File: src/rtl/rs_br_inorder.sv
// Branch reservation station: an in-order circular buffer of branch/jump uops.
// Operands are captured from two CDB ports; the head issues once both operands are ready.
module rs_br_inorder #(
  parameter int DEPTH  = 4,
  parameter int DATA_W = 32,
  parameter int PC_W   = 32,
  parameter int OP_W   = 4,
  parameter int TAG_W  = 6
) (
  input  logic              clk,
  input  logic              rst,
  output logic              o_full,
  input  logic              i_flush,
  input  logic              i_disp_vld,
  input  logic              i_disp_is_jal,
  input  logic              i_disp_is_jalr,
  input  logic [OP_W-1:0]   i_disp_alu_op_sel,
  input  logic [PC_W-1:0]   i_disp_pc,
  input  logic [DATA_W-1:0] i_disp_imm,
  input  logic [PC_W-1:0]   i_disp_pred_jmpaddr,
  input  logic [TAG_W-1:0]  i_disp_rob_tag,
  input  logic              i_disp_rs1_rdy,
  input  logic              i_disp_rs2_rdy,
  input  logic [DATA_W-1:0] i_disp_rs1,
  input  logic [DATA_W-1:0] i_disp_rs2,
  input  logic              i_cdb0_vld,
  input  logic              i_cdb1_vld,
  input  logic [TAG_W-1:0]  i_cdb0_tag,
  input  logic [TAG_W-1:0]  i_cdb1_tag,
  input  logic [DATA_W-1:0] i_cdb0_data,
  input  logic [DATA_W-1:0] i_cdb1_data,
  input  logic              i_ex_accessable,
  output logic              o_is_vld,
  output logic              o_is_jal,
  output logic              o_is_jalr,
  output logic [OP_W-1:0]   o_alu_op_sel,
  output logic [DATA_W-1:0] o_rs1,
  output logic [DATA_W-1:0] o_rs2,
  output logic [PC_W-1:0]   o_pc,
  output logic [DATA_W-1:0] o_imm,
  output logic [PC_W-1:0]   o_pred_jmpaddr,
  output logic [TAG_W-1:0]  o_rob_tag
);

  localparam int PTR_W = $clog2(DEPTH);

  typedef struct packed {
    logic              hit;
    logic [DATA_W-1:0] data;
  } snoop_t;

  // cdb0 is checked first so it wins when both ports carry the same tag.
  function automatic snoop_t snoop(
    input logic [TAG_W-1:0]  tag,
    input logic              vld0,
    input logic [TAG_W-1:0]  tag0,
    input logic [DATA_W-1:0] data0,
    input logic              vld1,
    input logic [TAG_W-1:0]  tag1,
    input logic [DATA_W-1:0] data1
  );
    snoop_t s;
    s = '0;
    if (vld0 && tag0 == tag) begin
      s.hit  = 1'b1;
      s.data = data0;
    end else if (vld1 && tag1 == tag) begin
      s.hit  = 1'b1;
      s.data = data1;
    end
    return s;
  endfunction

  logic [PTR_W-1:0] head, tail;
  logic [PTR_W:0]   count;

  logic [DEPTH-1:0] ent_vld, ent_rs1_rdy, ent_rs2_rdy, ent_jal, ent_jalr;
  logic [DATA_W-1:0] ent_rs1 [DEPTH];
  logic [DATA_W-1:0] ent_rs2 [DEPTH];
  logic [DATA_W-1:0] ent_imm [DEPTH];
  logic [PC_W-1:0]   ent_pc  [DEPTH];
  logic [PC_W-1:0]   ent_pred[DEPTH];
  logic [OP_W-1:0]   ent_op  [DEPTH];
  logic [TAG_W-1:0]  ent_tag [DEPTH];

  snoop_t wake1 [DEPTH];
  snoop_t wake2 [DEPTH];
  snoop_t disp1, disp2;
  logic   disp_acc, issue;

  assign o_full   = !rst && (count == (PTR_W+1)'(DEPTH));
  assign disp_acc = i_disp_vld && !o_full && !i_flush;
  // Only registered ready flags gate issue; a same-cycle broadcast is seen next cycle.
  assign issue    = !rst && !i_flush && i_ex_accessable && (count != '0)
                    && ent_rs1_rdy[head] && ent_rs2_rdy[head];
  assign o_is_vld = issue;

  // NOTE: every variable driven in always_comb is assigned on all paths, so no latch is inferred.
  always_comb begin
    disp1 = snoop(i_disp_rs1[TAG_W-1:0], i_cdb0_vld, i_cdb0_tag, i_cdb0_data,
                  i_cdb1_vld, i_cdb1_tag, i_cdb1_data);
    disp2 = snoop(i_disp_rs2[TAG_W-1:0], i_cdb0_vld, i_cdb0_tag, i_cdb0_data,
                  i_cdb1_vld, i_cdb1_tag, i_cdb1_data);
    for (int i = 0; i < DEPTH; i++) begin
      wake1[i] = snoop(ent_rs1[i][TAG_W-1:0], i_cdb0_vld, i_cdb0_tag, i_cdb0_data,
                       i_cdb1_vld, i_cdb1_tag, i_cdb1_data);
      wake2[i] = snoop(ent_rs2[i][TAG_W-1:0], i_cdb0_vld, i_cdb0_tag, i_cdb0_data,
                       i_cdb1_vld, i_cdb1_tag, i_cdb1_data);
    end
  end

  // NOTE: sequential state uses non-blocking assignments so all flops update together at the edge.
  always_ff @(posedge clk) begin
    if (rst) begin
      count          <= '0;
      head           <= '0;
      tail           <= '0;
      ent_vld        <= '0;
      ent_rs1_rdy    <= '0;
      ent_rs2_rdy    <= '0;
      o_is_jal       <= 1'b0;
      o_is_jalr      <= 1'b0;
      o_alu_op_sel   <= '0;
      o_rs1          <= '0;
      o_rs2          <= '0;
      o_pc           <= '0;
      o_imm          <= '0;
      o_pred_jmpaddr <= '0;
      o_rob_tag      <= '0;
    end else if (i_flush) begin
      count       <= '0;
      head        <= '0;
      tail        <= '0;
      ent_vld     <= '0;
      ent_rs1_rdy <= '0;
      ent_rs2_rdy <= '0;
    end else begin
      for (int i = 0; i < DEPTH; i++) begin
        if (ent_vld[i] && !ent_rs1_rdy[i] && wake1[i].hit) ent_rs1_rdy[i] <= 1'b1;
        if (ent_vld[i] && !ent_rs2_rdy[i] && wake2[i].hit) ent_rs2_rdy[i] <= 1'b1;
      end
      if (disp_acc) begin
        ent_vld[tail]     <= 1'b1;
        ent_rs1_rdy[tail] <= i_disp_rs1_rdy || disp1.hit;
        ent_rs2_rdy[tail] <= i_disp_rs2_rdy || disp2.hit;
        tail              <= tail + PTR_W'(1);
      end
      if (issue) begin
        ent_vld[head]     <= 1'b0;
        ent_rs1_rdy[head] <= 1'b0;
        ent_rs2_rdy[head] <= 1'b0;
        head              <= head + PTR_W'(1);
        o_is_jal          <= ent_jal[head];
        o_is_jalr         <= ent_jalr[head];
        o_alu_op_sel      <= ent_op[head];
        o_rs1             <= ent_rs1[head];
        o_rs2             <= ent_rs2[head];
        o_pc              <= ent_pc[head];
        o_imm             <= ent_imm[head];
        o_pred_jmpaddr    <= ent_pred[head];
        o_rob_tag         <= ent_tag[head];
      end
      count <= count + (PTR_W+1)'(disp_acc) - (PTR_W+1)'(issue);
    end
  end

  // NOTE: entry payload storage has no reset; the valid/ready flags alone decide whether it is meaningful.
  always_ff @(posedge clk) begin
    for (int i = 0; i < DEPTH; i++) begin
      if (ent_vld[i] && !ent_rs1_rdy[i] && wake1[i].hit) ent_rs1[i] <= wake1[i].data;
      if (ent_vld[i] && !ent_rs2_rdy[i] && wake2[i].hit) ent_rs2[i] <= wake2[i].data;
    end
    if (disp_acc) begin
      ent_rs1[tail]  <= (!i_disp_rs1_rdy && disp1.hit) ? disp1.data : i_disp_rs1;
      ent_rs2[tail]  <= (!i_disp_rs2_rdy && disp2.hit) ? disp2.data : i_disp_rs2;
      ent_jal[tail]  <= i_disp_is_jal;
      ent_jalr[tail] <= i_disp_is_jalr;
      ent_op[tail]   <= i_disp_alu_op_sel;
      ent_pc[tail]   <= i_disp_pc;
      ent_imm[tail]  <= i_disp_imm;
      ent_pred[tail] <= i_disp_pred_jmpaddr;
      ent_tag[tail]  <= i_disp_rob_tag;
    end
  end

endmodule

File: config.mk
export PLATFORM = sky130hd
export DESIGN_NAME = rs_br_inorder
export DESIGN_NICKNAME = d
export VERILOG_FILES = /design/src/rtl/rs_br_inorder.sv
export SDC_FILE = /design/constraint.sdc
export NUM_CORES = 1
export LEC_CHECK = 0
export CAP_MARGIN = 20
export CORE_AREA = 3 3 338 340
export CTS_BUF_LIST = sky130_fd_sc_hd__clkbuf_4 sky130_fd_sc_hd__clkbuf_8 sky130_fd_sc_hd__clkbuf_16
export CTS_CLUSTER_DIAMETER = 120
export DETAILED_ROUTE_END_ITERATION = 8
export DIE_AREA = 0 0 341 343
export SLEW_MARGIN = 20
export SYNTH_ARGS = -nofsm -noshare
export SYNTH_HDL_FRONTEND = slang
export SYNTH_SLANG_ARGS = --single-unit
export TNS_END_PERCENT = 10
File: constraint.sdc
create_clock -name clk -period 8.75 [get_ports clk]
set_clock_uncertainty 0.2 [all_clocks]
set_input_delay 2.1875 -clock clk [delete_from_list [all_inputs] [get_ports clk]]
set_output_delay 2.1875 -clock clk [all_outputs]
set_load 0.05 [all_outputs]
=== After elaboration in Yosys (flattened, before gate mapping) ===
Memory sizes are Yosys's and may differ from the RTL's. A register that Yosys moved wholly into a read port is not among the register bits.
Index checks and enable logic that the tools add are counted.

* Bits in registers: 29
* RAM bits: 680
* Input bits: 257
* Output and inout bits: 174
* Word-level logic and storage cells: 210
* Memories: 7

{| class="wikitable"
|+ Memory list
! name !! words !! width !! rd ports !! clocked after Yosys merged registers in !! write ports !! RTL line !! text
|-
| ent_imm || 4 || 32 || 1 || 1 || 1 || 80 || <nowiki>logic [DATA_W-1:0] ent_imm [DEPTH];</nowiki>
|-
| ent_pc || 4 || 32 || 1 || 1 || 1 || 81 || <nowiki>logic [PC_W-1:0] ent_pc [DEPTH];</nowiki>
|-
| ent_pred || 4 || 32 || 1 || 1 || 1 || 82 || <nowiki>logic [PC_W-1:0] ent_pred[DEPTH];</nowiki>
|-
| ent_rs1 || 4 || 32 || 5 || 1 || 5 || 78 || <nowiki>logic [DATA_W-1:0] ent_rs1 [DEPTH];</nowiki>
|-
| ent_rs2 || 4 || 32 || 5 || 1 || 5 || 79 || <nowiki>logic [DATA_W-1:0] ent_rs2 [DEPTH];</nowiki>
|-
| ent_tag || 4 || 6 || 1 || 1 || 1 || 84 || <nowiki>logic [TAG_W-1:0] ent_tag [DEPTH];</nowiki>
|-
| 1 more memories || n/a || n/a || n/a || n/a || n/a || n/a ||
|}

* Add/sub/neg operators: 4
* $lt $le $gt $ge: 4
* Equality and inequality tests: 21
* Multiplexer cells: 92
* Bitwise logic cells: 6
* Reduce and logical (&&, ||, !) cells: 66

{| class="wikitable"
|+ Operators with widths
! kind !! count
|-
| 33-bit two-way mux || 20
|-
| 6-bit equality test || 20
|-
| 32-bit two-way mux || 2
|-
| 1-bit logical AND || 48
|-
| 1-bit two-way mux || 48
|-
| 4-bit two-way mux || 12
|-
| 4-bit bitwise mux || 4
|-
| 1-bit logical NOT || 13
|-
| 4-bit AND || 3
|-
| 1-bit binary-select mux with 2-bit select || 4
|-
| 2-bit by 3-bit less-than comparator with 1-bit output (second input constant) || 2
|-
| 2-bit by 1-bit adder with 2-bit output (second input constant) || 2
|-
| 1-bit demux with 2-bit select || 2
|-
| 2-bit by 1-bit >= comparator with 1-bit output (second input constant) || 2
|-
| 4-bit inverter || 1
|-
| 4-bit bitwise OR || 1
|-
| 3-bit by 1-bit adder with 3-bit output || 1
|-
| 3-bit equality test (second input constant) || 1
|-
| 3-bit nonzero test || 1
|-
| 3-bit by 1-bit subtractor with 3-bit output || 1
|-
| 1-bit logical OR || 2
|-
| 2-bit AND reduction || 1
|-
| 2-bit OR reduction || 1
|-
| 1-bit inverter || 1
|}

=== Logic depth before layout (Yosys ltp) ===
Gate-level depths: netlist (run 1).

* Depth in word-level cells: 14
* Mapped depth: 15
* Mapped depth without buffers: 13

=== Worst setup path after synthesis (run 1) ===
Ideal clock, no wire load.

* Path type: input to register
* Start: input port rst
* End: memory ent_imm[1][0] (enable)
* Arrival time: 6228 ps
* Setup slack: 1442 ps
* Cell stages on the path: 7
* Cells stage by stage: nor4b_1 > nand2b_1 > nor2_1 > nand2_1 > inv_2 > buf_2 > buf_1

* Cells in the longest elaborated chain, start to end: 7

{| class="wikitable"
|+ Ends and longest elaborated chain
! what !! RTL line !! text
|-
| start: declaration || 11 || <nowiki>input logic rst,</nowiki>
|-
| 1-bit logical NOT || 91 || <nowiki>assign o_full = !rst && (count == (PTR_W+1)'(DEPTH));</nowiki>
|-
| 1-bit logical AND || 91 ||
|-
| 1-bit logical NOT || 92 || <nowiki>assign disp_acc = i_disp_vld && !o_full && !i_flush;</nowiki>
|-
| 1-bit logical AND (2 in a row) || 92 ||
|-
| 1-bit two-way mux || 173 || <nowiki>if (disp_acc) begin</nowiki>
|-
| 1-bit two-way mux (not written as such) || 180 || <nowiki>ent_imm[tail] <= i_disp_imm;</nowiki>
|-
| end: declaration || 80 ||
|}

Every way passes these cells.

=== Worst setup path after layout (run 1) ===
* Start: input port rst
* End: output port o_is_vld

* Cells in the longest elaborated chain, start to end: 6

{| class="wikitable"
|+ Ends and longest elaborated chain
! what !! RTL line !! text
|-
| 1-bit logical NOT || 94 || <nowiki>assign issue = !rst && !i_flush && i_ex_accessable && (count != '0)</nowiki>
|-
| 1-bit logical AND (3 in a row) || 94 ||
|-
| 1-bit logical AND (2 in a row) || 95 || <nowiki>&& ent_rs1_rdy[head] && ent_rs2_rdy[head];</nowiki>
|-
| end: declaration || 33 || <nowiki>output logic o_is_vld,</nowiki>
|}

Every way passes these cells.

==> results of run 1 <==
-- per-layer routing --
metal | track usage | wire length, um
met5 | 0 | 92
met3 | 0.04457 | 10670
met2 | 0.3237 | 56730
met1 | 0.2746 | 50260
met4 | 0.06734 | 3690
-- final cells by class --
type | instances | area, sq um | area share
Multi-Input combinational cell | 1576 | 12620 | 0.2674
Tap cell | 1500 | 1877 | 0.03975
Sequential cell | 879 | 24490 | 0.5187
Inverter | 44 | 200.2 | 0.004240
Antenna cell | 11 | 27.53 | 0.0005830
Clock buffer | 135 | 2805 | 0.05941
Clock inverter | 48 | 474.2 | 0.01004
Timing Repair Buffer | 477 | 4718 | 0.09993
-- power groups by stage --
| stage | sequential (mW) | combinational, mW | clock, mW |
|---|---|---|---|
| CTS | 4.57 | 0.490 | 4.23 |
| finish | 4.57 | 0.493 | 4.13 |
| floorplan | 4.65 | 0.268 | 0 |
| detailed placement | 4.66 | 0.488 | 0 |
| global placement | 4.66 | 0.485 | 0 |
| global route | 4.57 | 0.527 | 4.41 |
-- cell families after synthesis --
kind of cell / Yosys count
flip-flops: 879
AO/OA/AOI/OAI: 773
AND/OR/NAND/NOR: 495
buffers and inverters: 350
multiplexers: 173
XOR/XNOR: 124
adder cells (fa/ha/maj): 11
-- per-stage QoR --
step / utilization / hold WS [ps] / instance area [sq um] / instances
after floorplan: - / 262.8 / 38890 / 2805
after CTS: 0.4218 / 254.3 / 47190 / 4659
final: 0.4220 / 251.2 / 47220 / 4670
after detailed placement: 0.3925 / 245.9 / 43910 / 4476
after global placement: 0.3924 / 240.9 / 43910 / 4476
after global routing: 0.4218 / 270.6 / 47200 / 4661
-- cell usage in the layout (no fill, tap or decap), drive strengths merged, types with 22 or more instances in the layout --
master         netlist  routed
a21oi              429     429
a221oi             288     288
a222oi              32      32
buf                 92      49
clkbuf             204     135
clkdlybuf4s50        0     428
clkinv               1      33
dfxtp              191     191
edfxtp             688     688
inv                 43      47
mux4               172     172
nand2              351     351
nand4               22      22
nor2                54      54
xnor2               69      69
xor2                55      55
-- flip-flops by register name (all words and copies together) (netlist names), 3 cells and up --
register        flops
o_pc               32
o_pred_jmpaddr     32
ent_pc            128
count               3
ent_imm           128
ent_rs2           128
o_alu_op_sel        4
ent_jal             4
o_rob_tag           6
o_rs2              32
ent_op             16
ent_rs2_rdy         4
ent_pred          128
ent_rs1           128
ent_rs1_rdy         4
o_imm              32
o_rs1              32
ent_vld             4
ent_jalr            4
ent_tag            24
-- path summary, 6_finish.rpt --
check	start	endpoint	slack, ps	cells after the start
setup / recovery	rst	o_is_vld	1580	7
hold / removal	o_imm[8]$_SDFFE_PP0P_	o_imm[8]$_SDFFE_PP0P_	250	2
setup reg to reg	head[0]$_SDFFE_PP0N_	o_rs2[7]$_SDFFE_PP0P_	4230	7
hold reg to reg	o_imm[8]$_SDFFE_PP0P_	o_imm[8]$_SDFFE_PP0P_	250	2
-- worst max-delay path, stage by stage --
cell and delay (ps):
buf_6 370, nor2_1 240, o311ai_0 220, a31oi_1 400, nand2_4 450, inv_6 560
buf_4 320
==> impl_metrics.env, run 1 <==
export IMPL_status="finished clean"
export IMPL_cp_start_kind="input pin"
export IMPL_grt_total_usage=0.2026
export IMPL_routed_wl_mm=121.4
export IMPL_dp_slack_ps=1465
export IMPL_hpwl_mm=72.81
export IMPL_max_slew_margin=0.2378
export IMPL_rsz0062_at_grt="no"
export IMPL_yosysSeqAreaShare=0.6295
export IMPL_internal_power_mw=7.168
export IMPL_fin_ws_ps=1576
export IMPL_synthSimpleGateAreaFrac=0.05514
export IMPL_drtAntennaViolNets=0
export IMPL_peakVddDrop_mv=0.1549
export IMPL_num_vias=26680
export IMPL_synth_area_top_cells="edfxtp_1, mux4_2, dfxtp_1"
export IMPL_share_comb_of_total_power=0.054
export IMPL_power_switching_mw=2.023
export IMPL_ys_ff_latch=879
export IMPL_tightest_slew_ps=1141
export IMPL_worst_setup_path_end_kind="output pin"
export IMPL_syn2layout_area_growth_pct=21.41
export IMPL_cts_setup_buffers=0
export IMPL_yosysMostFrequentCell="edfxtp_1"
export IMPL_synth_top_family_by_area="compound AO/OA/AOI/OAI gates"
export IMPL_ys_flop_type="edfxtp_1"
export IMPL_top_level_ports=431
export IMPL_clkLatencyLatePin_ps=680
export IMPL_cp_arrival_ps=4790
export IMPL_hold_class="reg -> reg"
export IMPL_pwr_density_cell_nw_per_um2=194.7
export IMPL_synth_cell_type_count=51
export IMPL_cts_max_level=3
export IMPL_drt_wirelength_per_cell_um=26.00
export IMPL_critPathMaxFanout=114
export IMPL_grt_max_degree=142
export IMPL_grt_remaining_overflow=0
export IMPL_power_frac_seq=0.497
export IMPL_die_area_sq_um=117000
export IMPL_finalMaxSlewViolations=0
export IMPL_grt_pass1_wl_mm=178.5
export IMPL_worstPathRequired_ps=6360
export IMPL_syn_area_sq_um=38890
export IMPL_initial_utilization=0.3476
export IMPL_synth_compound_area_share=0.1322
export IMPL_finalCriticalPeriod_ps=7174
export IMPL_cts_tree="built"
export IMPL_postSynthAreaPerCell_sq_um=13.87
export IMPL_gp_congestion=0.8353
export IMPL_ctsResizeCount=0
export IMPL_fin_crit_sh=0.8199
export IMPL_via_per_inst=5.713
export IMPL_hold_viol=0
export IMPL_fillers=10240
export IMPL_p_total_mw=9.191
export IMPL_setup_worst_path_class="in -> out"
export IMPL_netlist_top_cells_count="edfxtp_1, a21oi_1, nand2_1, a221oi_1, dfxtp_1"
export IMPL_clockRootBuffer="clkbuf_16"
export IMPL_clkTransAtPathRegs_ps=60
export IMPL_ctsLongestPathBuffers=3
export IMPL_cts_inserted_buffers=97
export IMPL_fin_nets=3343
export IMPL_clock_fmax_mhz=139.4
export IMPL_yosysTopAreaCell="edfxtp_1"
export IMPL_setup_tns_ps=0
export IMPL_synth_xor_area_share=0.02831
export IMPL_synth_mux_area_frac=0.09986
export IMPL_synth_cells=2805
export IMPL_synth_top_area_share=0.5312
export IMPL_finalSetupViolCount=0
export IMPL_p_sw_frac=0.2201
export IMPL_die_h_um=343
export IMPL_drive_gt1_frac=0.1383
export IMPL_drtPass1Iterations=6
export IMPL_placementRows=123
export IMPL_io_buffers=430
export IMPL_cts_sinks=879
export IMPL_cts_hold_buf=0
export IMPL_postSynth_asyncResetShare=0
export IMPL_synth_edff_count=688
export IMPL_maxCapViolCount=0
export IMPL_grt_pass1_vias=26700
export IMPL_synth_fp_nets=3073
export IMPL_leakage_nw=14.43
export IMPL_antenna_found_initial=16
export IMPL_yosysWarnings=0
export IMPL_synthAdderAreaFrac=0.003732
export IMPL_post_route_drc_count=0
export IMPL_coreArea_sq_um=111900
export IMPL_clockPowerShare=0.449
export IMPL_die_w_um=341
export IMPL_first_iter_violations=2909
Note: power is estimated with default switching activity, not from simulation.
==> run 2, diff against run 1 <==
- clock period: 8.75 -> 5.9 ns (I/O delays scaled with it)
==> impl_metrics.env, run 2 (synthesized netlist as in run 1, its figures left out) <==
export IMPL_finalCriticalPeriod_ps=4836
export IMPL_grt_max_degree=173
export IMPL_worst_setup_path_end_kind="output pin"
export IMPL_fin_nets=3368
export IMPL_placed_area_sq_um=44240
export IMPL_place_inst=4501
export IMPL_die_h_um=343
export IMPL_grt_pass1_wl_mm=177.9
export IMPL_drt_wirelength_per_cell_um=25.98
export IMPL_fin_ws_ps=1064
export IMPL_cts_inserted_buffers=97
export IMPL_cts_hold_buf=0
export IMPL_via_per_inst=5.711
export IMPL_final_cells=4694
export IMPL_max_slew_margin=0.1039
export IMPL_hold_class="reg -> reg"
export IMPL_initial_utilization=0.3476
export IMPL_grt_total_usage=0.2025
export IMPL_timing_rr_start="head[0]$_SDFFE_PP0N_"
export IMPL_top_level_ports=431
export IMPL_die_area_sq_um=117000
export IMPL_cp_arrival_ps=3160
export IMPL_finalSetupViolCount=0
export IMPL_gp_congestion=0.8367
export IMPL_dp_slack_ps=883.9
export IMPL_maxCapViolCount=0
export IMPL_ctsLongestPathBuffers=3
export IMPL_r2r_slack_ps=2320
export IMPL_antenna_found_initial=11
export IMPL_clock_fmax_mhz=206.8
export IMPL_cts_max_level=3
export IMPL_layout_common_cells="edfxtp_1, a21oi_1, clkdlybuf4s50_1, nand2_1, a221oi_1"
export IMPL_leakage_nw=14.63
export IMPL_rsz0062_at_grt="no"
export IMPL_status="finished clean"
export IMPL_clkTransAtPathRegs_ps=60
export IMPL_final_common_cell="edfxtp_1"
export IMPL_worstPathRequired_ps=4220
export IMPL_clkLatencyLatePin_ps=680
export IMPL_die_w_um=341
export IMPL_cts_sinks=879
export IMPL_hold_end="o_alu_op_sel[2]$_SDFFE_PP0P_"
export IMPL_grt_remaining_overflow=0
export IMPL_routed_wl_mm=121.9
export IMPL_placementRows=123
export IMPL_clockRootBuffer="clkbuf_16"
export IMPL_cp_start_kind="input pin"
export IMPL_ctsResizeCount=0
export IMPL_drtAntennaViolNets=0
export IMPL_min_from="o_alu_op_sel[2]$_SDFFE_PP0P_"
export IMPL_fin_crit_sh=0.8196
export IMPL_cts_tree="built"
export IMPL_tightest_slew_ps=1344
export IMPL_drive_gt1_frac=0.1470
export IMPL_reg2regPathDepth=5
export IMPL_peakVddDrop_mv=0.2129
export IMPL_pwr_density_cell_nw_per_um2=288.1
export IMPL_io_buffers=430
export IMPL_post_route_drc_count=0
export IMPL_reg2reg_to="o_rs2[25]$_SDFFE_PP0P_"
export IMPL_syn2layout_area_growth_pct=22.35
export IMPL_critPathMaxFanout=4
export IMPL_whs_path_depth=2
export IMPL_num_vias=26810
export IMPL_finalMaxSlewViolations=0
export IMPL_cts_setup_buffers=0
export IMPL_hpwl_mm=74.74
export IMPL_first_iter_violations=2962
export IMPL_hold_viol=0
export IMPL_stdcell_area_sq_um=47580
export IMPL_drtPass1Iterations=9
export IMPL_coreArea_sq_um=111900
export IMPL_grt_pass1_vias=26600
export IMPL_setup_worst_path_class="in -> out"
[run 2: critical path, stage by stage]
cell	delay (ps)
clkdlybuf4s50_1	570
nor2_1	210
o311ai_0	170
a31oi_1	350
nand2_4	120
inv_6	100
buf_12	140
[run 2: how the worst max path moves through the flow]
| stage | startpoint | end | slack, ps |
|---|---|---|---|
| after floorplan | rst | ent_rs2[3][24]$_DFFE_PP_ | -490 |
| after global placement | i_cdb0_tag[1] | ent_rs1[0][30]$_DFFE_PP_ | 910 |
| after detailed placement | i_cdb0_tag[1] | ent_rs1[0][16]$_DFFE_PP_ | 880 |
| after CTS | i_flush | o_is_vld | 1080 |
| after global routing | i_flush | o_is_vld | 940 |
| final | i_flush | o_is_vld | 1060 |
[run 2: area by class of cell]
| class | instances | area, sq um |
|---|---|---|
| Antenna cell | 10 | 25.02 |
| Clock buffer | 146 | 2917 |
| Clock inverter | 37 | 397.9 |
| Fill cell | 10280 | 64300 |
| Inverter | 44 | 200.2 |
| Multi-Input combinational cell | 1576 | 12630 |
| Sequential cell | 879 | 24490 |
| Tap cell | 1500 | 1877 |
| Timing Repair Buffer | 502 | 5044 |
[run 2: per-layer routing]
layer	up-vias	track usage	wire, um
li1	11600	-	-
met1	13520	0.2679	49370
met2	1423	0.3292	57870
met3	255	0.04557	11080
met4	4	0.06995	3585
met5	-	0	26
[run 2: report_power, final]
group / leakage (nW) / internal (mW) / switching (mW)
logic: 5.28 / 0.317 / 0.425
registers: 7.69 / 6.75 / 0.0251
clock network: 1.66 / 3.63 / 2.56
[run 2: per-stage QoR]
stage	hold slack [ps]	setup TNS, ps	power (mW)	util
final	252.0	0	13.71	0.4253
after global routing	270.8	0	14.15	0.4251
after CTS	254.2	0	13.85	0.4251
after detailed placement	246.1	0	7.644	0.3955
after global placement	240.6	0	7.637	0.3955
after floorplan	262.8	-47040	7.299	-
